**src/rtl/alu_issue_sched_if.sv**
```systemverilog
// Handshake and stage-control bundle between the ALU issue scheduler and its
// two requesters (decode issue path and replay path).
interface alu_issue_sched_if #(
    parameter int TAG_W = 3
);
    logic             req0_valid;
    logic             req0_ready;
    logic             req1_valid;
    logic             req1_ready;
    logic             stall;
    logic             flush;
    logic [TAG_W-1:0] flush_tag;
    logic             enable_alu;
    logic             alu_clr_n;
    logic             sel;
    logic [TAG_W-1:0] issue_tag;
    logic             issue_fire;

    modport master (
        output req0_valid, req1_valid, stall, flush, flush_tag,
        input  req0_ready, req1_ready, enable_alu, alu_clr_n, sel, issue_tag, issue_fire
    );

    modport slave (
        input  req0_valid, req1_valid, stall, flush, flush_tag,
        output req0_ready, req1_ready, enable_alu, alu_clr_n, sel, issue_tag, issue_fire
    );
endinterface

```
**src/rtl/alu_issue_sched.sv**
```systemverilog
// ALU stage issue scheduler: round-robin (or req1-priority) arbitration between
// decode and replay, with stall hold, post-flush bubbles and wrapping issue tags.
module alu_issue_sched #(
    parameter int TAG_W         = 3,
    parameter int FLUSH_BUBBLES = 2,
    parameter int PRIO          = 0
) (
    input  logic               clk,
    input  logic               reset,
    alu_issue_sched_if.slave   bus
);

    typedef enum logic {
        RUN,
        DRAIN
    } state_t;

    localparam logic [3:0] DRAIN_LOAD = 4'((FLUSH_BUBBLES > 1) ? FLUSH_BUBBLES - 2 : 0);

    state_t           state;
    logic             last_grant;
    logic             sel_q;
    logic [TAG_W-1:0] tag_cnt;
    logic [3:0]       drain_cnt;

    logic             run_ok;
    logic             win;
    logic             grant0;
    logic             grant1;
    logic             fire;

    logic             ready0_o;
    logic             ready1_o;
    logic             enable_o;
    logic             clr_n_o;
    logic             sel_o;
    logic [TAG_W-1:0] tag_o;
    logic             fire_o;

    // win is the requester that would be chosen if both asked; with one valid it is that one.
    always_comb begin
        run_ok = (state == RUN) && !bus.flush && !bus.stall;
        if (bus.req0_valid && bus.req1_valid) begin
            win = (PRIO != 0) ? 1'b1 : ~last_grant;
        end else begin
            win = bus.req1_valid;
        end
        grant0 = run_ok && bus.req0_valid && !win;
        grant1 = run_ok && bus.req1_valid && win;
        fire   = grant0 || grant1;
    end

    // Outputs are gated by reset so an asserted reset drops any in-flight grant at once.
    always_comb begin
        ready0_o = 1'b0;
        ready1_o = 1'b0;
        enable_o = 1'b0;
        clr_n_o  = 1'b0;
        sel_o    = 1'b0;
        tag_o    = '0;
        fire_o   = 1'b0;
        if (reset) begin
            ready0_o = grant0;
            ready1_o = grant1;
            fire_o   = fire;
            sel_o    = fire ? win : sel_q;
            tag_o    = tag_cnt;
            if (bus.flush || (state == DRAIN)) begin
                enable_o = 1'b1;
                clr_n_o  = 1'b0;
            end else if (bus.stall) begin
                enable_o = 1'b0;
                clr_n_o  = 1'b1;
            end else begin
                enable_o = 1'b1;
                clr_n_o  = fire;
            end
        end
    end

    assign bus.req0_ready = ready0_o;
    assign bus.req1_ready = ready1_o;
    assign bus.enable_alu = enable_o;
    assign bus.alu_clr_n  = clr_n_o;
    assign bus.sel        = sel_o;
    assign bus.issue_tag  = tag_o;
    assign bus.issue_fire = fire_o;

    // Flush outranks everything; the flush cycle itself is the first of the bubbles.
    always_ff @(posedge clk or negedge reset) begin
        if (!reset) begin
            state      <= RUN;
            last_grant <= 1'b1;
            sel_q      <= 1'b0;
            tag_cnt    <= '0;
            drain_cnt  <= '0;
        end else if (bus.flush) begin
            tag_cnt <= bus.flush_tag;
            if (FLUSH_BUBBLES == 1) begin
                state <= RUN;
            end else begin
                state     <= DRAIN;
                drain_cnt <= DRAIN_LOAD;
            end
        end else if (state == DRAIN) begin
            if (drain_cnt == 4'd0) begin
                state <= RUN;
            end else begin
                drain_cnt <= drain_cnt - 4'd1;
            end
        end else if (fire) begin
            tag_cnt    <= tag_cnt + TAG_W'(1);
            last_grant <= win;
            sel_q      <= win;
        end
    end

endmodule

```
**src/flat_wrapper.sv**
```systemverilog
// flat-port wrapper written by rule: the top's interface ports become plain ports
module alu_issue_sched_flat 
#(
    parameter int TAG_W         = 3,
    parameter int FLUSH_BUBBLES = 2,
    parameter int PRIO          = 0
)
  (clk, reset, bus_req0_valid, bus_req1_valid, bus_stall, bus_flush, bus_flush_tag, bus_req0_ready, bus_req1_ready, bus_enable_alu, bus_alu_clr_n, bus_sel, bus_issue_tag, bus_issue_fire);
  alu_issue_sched_if #(.TAG_W(TAG_W)) bus_i ();
  input  logic clk;
  input  logic reset;
  input wire logic [$bits(bus_i.req0_valid)-1:0] bus_req0_valid;
  input wire logic [$bits(bus_i.req1_valid)-1:0] bus_req1_valid;
  input wire logic [$bits(bus_i.stall)-1:0] bus_stall;
  input wire logic [$bits(bus_i.flush)-1:0] bus_flush;
  input wire logic [$bits(bus_i.flush_tag)-1:0] bus_flush_tag;
  output wire logic [$bits(bus_i.req0_ready)-1:0] bus_req0_ready;
  output wire logic [$bits(bus_i.req1_ready)-1:0] bus_req1_ready;
  output wire logic [$bits(bus_i.enable_alu)-1:0] bus_enable_alu;
  output wire logic [$bits(bus_i.alu_clr_n)-1:0] bus_alu_clr_n;
  output wire logic [$bits(bus_i.sel)-1:0] bus_sel;
  output wire logic [$bits(bus_i.issue_tag)-1:0] bus_issue_tag;
  output wire logic [$bits(bus_i.issue_fire)-1:0] bus_issue_fire;
  assign bus_i.req0_valid = bus_req0_valid;
  assign bus_i.req1_valid = bus_req1_valid;
  assign bus_i.stall = bus_stall;
  assign bus_i.flush = bus_flush;
  assign bus_i.flush_tag = bus_flush_tag;
  assign bus_req0_ready = bus_i.req0_ready;
  assign bus_req1_ready = bus_i.req1_ready;
  assign bus_enable_alu = bus_i.enable_alu;
  assign bus_alu_clr_n = bus_i.alu_clr_n;
  assign bus_sel = bus_i.sel;
  assign bus_issue_tag = bus_i.issue_tag;
  assign bus_issue_fire = bus_i.issue_fire;
  alu_issue_sched #(.TAG_W(TAG_W), .FLUSH_BUBBLES(FLUSH_BUBBLES), .PRIO(PRIO)) u_core (.clk(clk), .reset(reset), .bus(bus_i));
endmodule
```
**config.mk**
```make
export PLATFORM = sky130hd
export DESIGN_NAME = alu_issue_sched_flat
export DESIGN_NICKNAME = d
export VERILOG_FILES = /design/src/rtl/alu_issue_sched_if.sv /design/src/rtl/alu_issue_sched.sv /design/src/flat_wrapper.sv
export SDC_FILE = /design/constraint.sdc
export NUM_CORES = 1
export LEC_CHECK = 0
export ABC_AREA = 1
export CAP_MARGIN = 40
export CORE_MARGIN = 4
export CORE_UTILIZATION = 49
export DETAILED_ROUTE_END_ITERATION = 10
export PLACE_DENSITY = 0.78
export SLEW_MARGIN = 20
export SYNTH_ARGS = -nofsm -noshare
export SYNTH_HDL_FRONTEND = slang
export SYNTH_SLANG_ARGS = --single-unit
```
**constraint.sdc**
```tcl
create_clock -name clk -period 1.93 [get_ports clk]
set_input_delay 0.579 -clock clk [delete_from_list [all_inputs] [get_ports clk]]
set_output_delay 0.579 -clock clk [all_outputs]
set_load 0.01 [all_outputs]
```
Word level (Yosys, flattened, before mapping). Cells that the tools add are included.

Flip-flop bits (word level): 10. Bits of input ports: 9. Logic and storage cells: 53.

Add/sub/neg operators: 2. Eq/ne operators: 2. Multiplexer cells: 22. Bitwise logic cells: 3. Reduce and logical (&&, ||, !) cells: 19.

Operator list (count): 2-to-1 mux 1 bit (15); 2-to-1 mux 3 bit (4); 2-to-1 mux 4 bit (3); logical AND 1 bit (7); AND reduction 2 bit (3); logical NOT 4 bit (1); inequality test 2 bit, second input constant (2); nonzero test 2 bit (2); subtractor 4 x 1 -> 4 bit, second input constant (1); adder 3 x 1 -> 3 bit, second input constant (1); logical NOT 1 bit (3); NOT 1 bit (3); AND reduction 3 bit (1); logical OR 1 bit (2).

Depth between registers and ports, before layout.
Word-level depth: 9. Gate-level depth with buffers: 6. Depth with buffers taken out: 6.

Worst setup path before layout. OpenSTA, ideal clock, no wires.

Path type: input to output. From: input port bus_flush. To: output port bus_sel. Arrival time: 1.094 ns. Data required time: 1.351 ns. Setup slack: 0.257 ns. Cell stages on the path: 5. Path through: nor2_4 > inv_2 > nor2_4 > nand2_2 > a21oi_2.

Cells in the longest elaborated chain, start to end: 8.

RTL lines: start: declaration (line flat_wrapper.sv:15) `input wire logic [$bits(bus_i.flush)-1:0] bus_flush;`; logical NOT 1 bit (*) (line alu_issue_sched.sv:42) `run_ok = (state == RUN) && !bus.flush && !bus.stall;`; logical AND 1 bit (*) (2 in series) (line alu_issue_sched.sv:42); logical AND 1 bit, on equally long branches (2 in series) (line alu_issue_sched.sv:48, alu_issue_sched.sv:49); logical OR 1 bit (*) (line alu_issue_sched.sv:50) `fire = grant0 || grant1;`; 2-to-1 mux 1 bit (*); 2-to-1 mux 1 bit (*) (line alu_issue_sched.sv:62) `if (reset) begin`; end: declaration (line flat_wrapper.sv:21) `output wire logic [$bits(bus_i.sel)-1:0] bus_sel;`.

Every way passes the cells marked *; elsewhere a longest branch is shown, timed or not.

Worst setup path in the final report.
From: input port bus_req1_valid. To: output port bus_sel.

Cells in the longest elaborated chain, start to end: 7.

RTL lines: start: declaration (line flat_wrapper.sv:13) `input wire logic [$bits(bus_i.req1_valid)-1:0] bus_req1_valid;`; logical AND 1 bit (line alu_issue_sched.sv:43) `if (bus.req0_valid && bus.req1_valid) begin`; 2-to-1 mux 1 bit (line alu_issue_sched.sv:43); logical NOT 1 bit (line alu_issue_sched.sv:48) `grant0 = run_ok && bus.req0_valid && !win;`; logical AND 1 bit (line alu_issue_sched.sv:48); logical OR 1 bit (line alu_issue_sched.sv:50); 2-to-1 mux 1 bit (*); 2-to-1 mux 1 bit (*) (line alu_issue_sched.sv:62).

Marks and branches as above.

==> results.md <==
- The run finished, with violations left.
- The final reports fail on negative setup slack.
- For the worst-skew pair, the clock arrives at the later sink with an insertion delay of 0.27 ns.
- The final route contains 671 vias.
- Of the available clock period, the critical path in the final layout requires 101%.
- The net switching power is 0.156 mW.
- The headroom to the max-slew limit is 83.3%.
- The area of placed instances is 905 um2.
- The final cell count without fillers is 137.
- The internal power of the cells totals 0.380 mW.
- The synthesized design contains 10 register bits.
- The peak ir drop on the vdd network is 0.000494 V.
- Of the total power, the share spent switching nets is 29.1%.
- For this run, the register share of the synthesized area comes to 39.2%.
- The global-route wire length before repair is 2610 um.
- The critical path is of the input pin to output pin type.
- The final routed wire length divided by cell count is 11.3 um.
- The final-report max-slew violation count is 0.
- The min-delay analysis places its worst path in the category input pin to async pin.
- The number of nets produced by synthesis is 100.
- In this run the tool buffered the top-level ports with 17 buffer cells.
- The power share of the combinational group is 25.8%.
- The die is 44.2 um tall.
- The most area-hungry cell type in the Yosys netlist is sky130_fd_sc_hd__dfrtp_1.
- After clock tree synthesis, the clock-pin slew on the worst setup and hold paths is 0.06 ns.
- The highest cell delay on the worst timing path is 0.24 ns.
- In this run the remaining antenna-violating nets after routing total 0.
- After routing the design area is 926 um2.
- The number of buffers on the longest clock path is 2.
- The initial antenna violation count is 0.
- For this run, asynchronously set or reset flops after synthesis account for 100%.
- The number of cells on the worst reg-to-reg path is 8.
- Entering global routing, the biggest net connects 11 pins.
- The portion of total power attributed to sequential cells is 46.2%.
- The final-report setup violation count is 1.
- CTS built an H-tree with a depth of 1.
- The signal on the critical path passes through dlygate4sd2_1 -> inv_2 -> nand2_4 -> nand3b_4 -> nand2_2 -> a21oi_2 -> buf_2.
- Setup repair after global routing could not meet its margin everywhere.
- The weighted congestion reported at the end of routability-driven placement is 0.827.
- Static timing analysis puts the maximum clock frequency at 515 MHz.
- Sorting the synthesized cells by area gives the leading types as sky130_fd_sc_hd__dfrtp_1 35%, sky130_fd_sc_hd__nand2_1 19%, sky130_fd_sc_hd__inv_1 6.4%.
- The clock skew after layout is 0.00430 ns.
- The final hold violation count is 0.
- The synthesized design devotes to its leading area cell type 35.1% of total area.
- Buffers inserted during clock tree synthesis total 3.
- TritonCTS built the clock tree.
- The number of enable flip-flop cells after synthesis is 0.
- The post-synthesis cell type count is 18.
- The final layout contains routed wiring with a total length of 1550 um.
- In this run the critical register-to-register path is captured at u_core.sel_q.
- The smallest clock period supported by the final layout is computed as 1.94 ns.
- The initial cell density of the core is 54.8%.
- Among all flip-flop cells after synthesis, the most frequent one is sky130_fd_sc_hd__dfrtp_1.
- The total power divided by cell area is 578 nW/um2.
- The number of top-level pins is 18.
- The final global-route overflow total is 0.
- The worst setup path is captured at an output pin.
- The HPWL after detailed placement is 1190 um.
- The data arrival time of the worst path is 1.36 ns.
- The Yosys step of the flow raised 0 warnings.
- Once placement completed, the tool counted placed cells totaling 129.
- The cell area after technology mapping is 642 um2.
- For flop-to-flop paths, the worst setup slack is 0.63 ns.
- The mean instance size in the synthesized netlist is 7.29 um2.
- Of all nets on the critical path, the largest fanout is 3.
- The die width is 44.2 um.
- Max-cap violations in this run came to 0.
- The required time of the critical path is 1.35 ns.
- The start of the worst register-to-register path is u_core.state.
- Sorting the synthesized cells by how often they occur yields 33 x sky130_fd_sc_hd__nand2_1, 11 x sky130_fd_sc_hd__inv_1, 9 x sky130_fd_sc_hd__dfrtp_1, 7 x sky130_fd_sc_hd__nor2_1, 6 x sky130_fd_sc_hd__nand3_1.
- The slowest stage of the critical path belongs to the cell sky130_fd_sc_hd__dlygate4sd2_1.
- The sink count of the clock tree is 10.
- The post-detailed-route via-to-cell ratio is 4.90.
- The number of global-route vias before repair is 626.
- Of the total power, the clock network draws 28.0%.
- The count of antenna diodes in the layout is 0.
- The full die area is 1950 um2.
- The buffering stage count on the worst path with inverters included is 3.
- Summed over all cells, the static leakage comes to 0.534 nW.
- The number of search-and-repair iterations in the first detailed-routing pass is 4.
- At the pin with the least slew margin, the transition time is 0.251 ns.
- STA classifies the critical path startpoint as an input pin.
- The family of cells with the greatest summed delay on the critical path is buffers and inverters.
- Global routing used 18.1% of the available tracks across all layers.
- For this block, the initial DRC count from the detailed router was 9.
- The worst-case setup margin in the final layout is -0.0133 ns.
- The leading cell type by number of instances after synthesis is sky130_fd_sc_hd__nand2_1.
- The area growth from synthesis to final layout is 44.2%.
- The area of the placeable core is 1170 um2.
- In this run the clock root is driven by a sky130_fd_sc_hd__clkbuf_4.
- After detailed routing, the number of remaining DRC violations is 0.
- The post-synthesis cell count is 88.
- The net count of the finished layout is 136.
- The number of rows in the core area is 12.
- Cells with a size suffix above 1 make up 35.0% of the layout.
-- cells in the final DEF, fill, tap and decap left out --
cell / count
sky130_fd_sc_hd__clkdlybuf4s15_2: 1
sky130_fd_sc_hd__nor2_4: 2
sky130_fd_sc_hd__clkbuf_4: 3
sky130_fd_sc_hd__or2_2: 1
sky130_fd_sc_hd__inv_1: 10
sky130_fd_sc_hd__nor2_2: 1
sky130_fd_sc_hd__buf_4: 13
sky130_fd_sc_hd__nand3b_4: 1
sky130_fd_sc_hd__inv_2: 3
sky130_fd_sc_hd__nor2_1: 7
sky130_fd_sc_hd__nand2_4: 1
sky130_fd_sc_hd__a21oi_1: 1
sky130_fd_sc_hd__buf_6: 1
sky130_fd_sc_hd__nand2_2: 2
sky130_fd_sc_hd__o21ai_0: 2
sky130_fd_sc_hd__buf_2: 8
sky130_fd_sc_hd__clkbuf_1: 1
sky130_fd_sc_hd__dlygate4sd2_1: 3
sky130_fd_sc_hd__clkdlybuf4s50_1: 3
sky130_fd_sc_hd__nand3_1: 6
sky130_fd_sc_hd__o21ai_1: 1
sky130_fd_sc_hd__a21oi_2: 3
sky130_fd_sc_hd__dfstp_2: 1
sky130_fd_sc_hd__nand4_1: 2
sky130_fd_sc_hd__dfrtp_1: 9
sky130_fd_sc_hd__nand3b_1: 1
sky130_fd_sc_hd__ha_1: 3
sky130_fd_sc_hd__nand2_1: 31
sky130_fd_sc_hd__clkbuf_2: 2
-- sequential cells by signal (all words and copies together) (netlist names) --
| name | cells |
|---|---|
| u_core.drain_cnt | 4 |
| u_core.last_grant | 1 |
| u_core.sel_q | 1 |
| u_core.state | 1 |
| u_core.tag_cnt | 3 |
-- worst max path at each step --
stage                   start       to  depth (start not counted)
5_1_grt          u_core.state  bus_sel                          6
6_report       bus_req1_valid  bus_sel                          7
2_1_floorplan       bus_flush  bus_sel                          5
3_3_place_gp        bus_flush  bus_sel                          7
4_1_cts             bus_flush  bus_sel                          7
3_5_place_dp        bus_flush  bus_sel                          7
-- power by group through the flow --
stage | Combinational [mW] | Clock (mW) | Sequential (mW)
2_1_floorplan | 0.0647 | 0 | 0.246
3_3_place_gp | 0.140 | 0 | 0.249
3_5_place_dp | 0.142 | 0 | 0.250
4_1_cts | 0.139 | 0.157 | 0.247
5_1_grt | 0.156 | 0.164 | 0.249
6_report | 0.138 | 0.150 | 0.247
-- layout make-up --
cell class | count | area (um2)
multi-input combinational | 65 | 355
clock buffer | 4 | 26.3
timing repair buffer | 31 | 226
fill | 88 | 245
sequential | 10 | 251
tap | 14 | 17.5
inverter | 13 | 48.8
-- timing repair --
action / CTS / global route
setup buffers: 3 / 1
gates resized for setup: 42 / 9
hold buffers: 0 / 0
endpoints found under the setup margin: 9 / 9
endpoints found under the hold margin: 0 / 0
pin swaps: 2 / 3
-- stage by stage --
stage               util, %  setup WS, ns  total power, mW  hold WS, ns  TNS (ns)
floorplan                 -         0.257            0.311        0.283         0
global placement       77.2        -0.724            0.389        0.451     -5.68
detailed placement     77.2        -0.760            0.392        0.456     -5.79
CTS                    79.9       -0.0478            0.543        0.341   -0.0478
global route           79.1       -0.0691            0.570        0.271    -0.169
finish                 79.1       -0.0133            0.535        0.268   -0.0133
-- metal layers --
metal / GRT usage [%] / vias up / share of wire (%)
met3: 2.85 / 4 / 4.6
met4: 10.8 / 0 / 2.8
met2: 31.4 / 19 / 51
met5: 0 / - / 0
met1: 20.8 / 302 / 42
li1: - / 346 / -
-- cells by family after synthesis --
| group | after synthesis | synth area share [%] |
|---|---|---|
| compound gates | 7 | 6.63 |
| fa+ha+maj | 3 | 5.85 |
| buf+inv | 13 | 7.60 |
| flops | 10 | 39.2 |
| simple gates | 55 | 40.7 |
(Power assumes the default switching activity.)
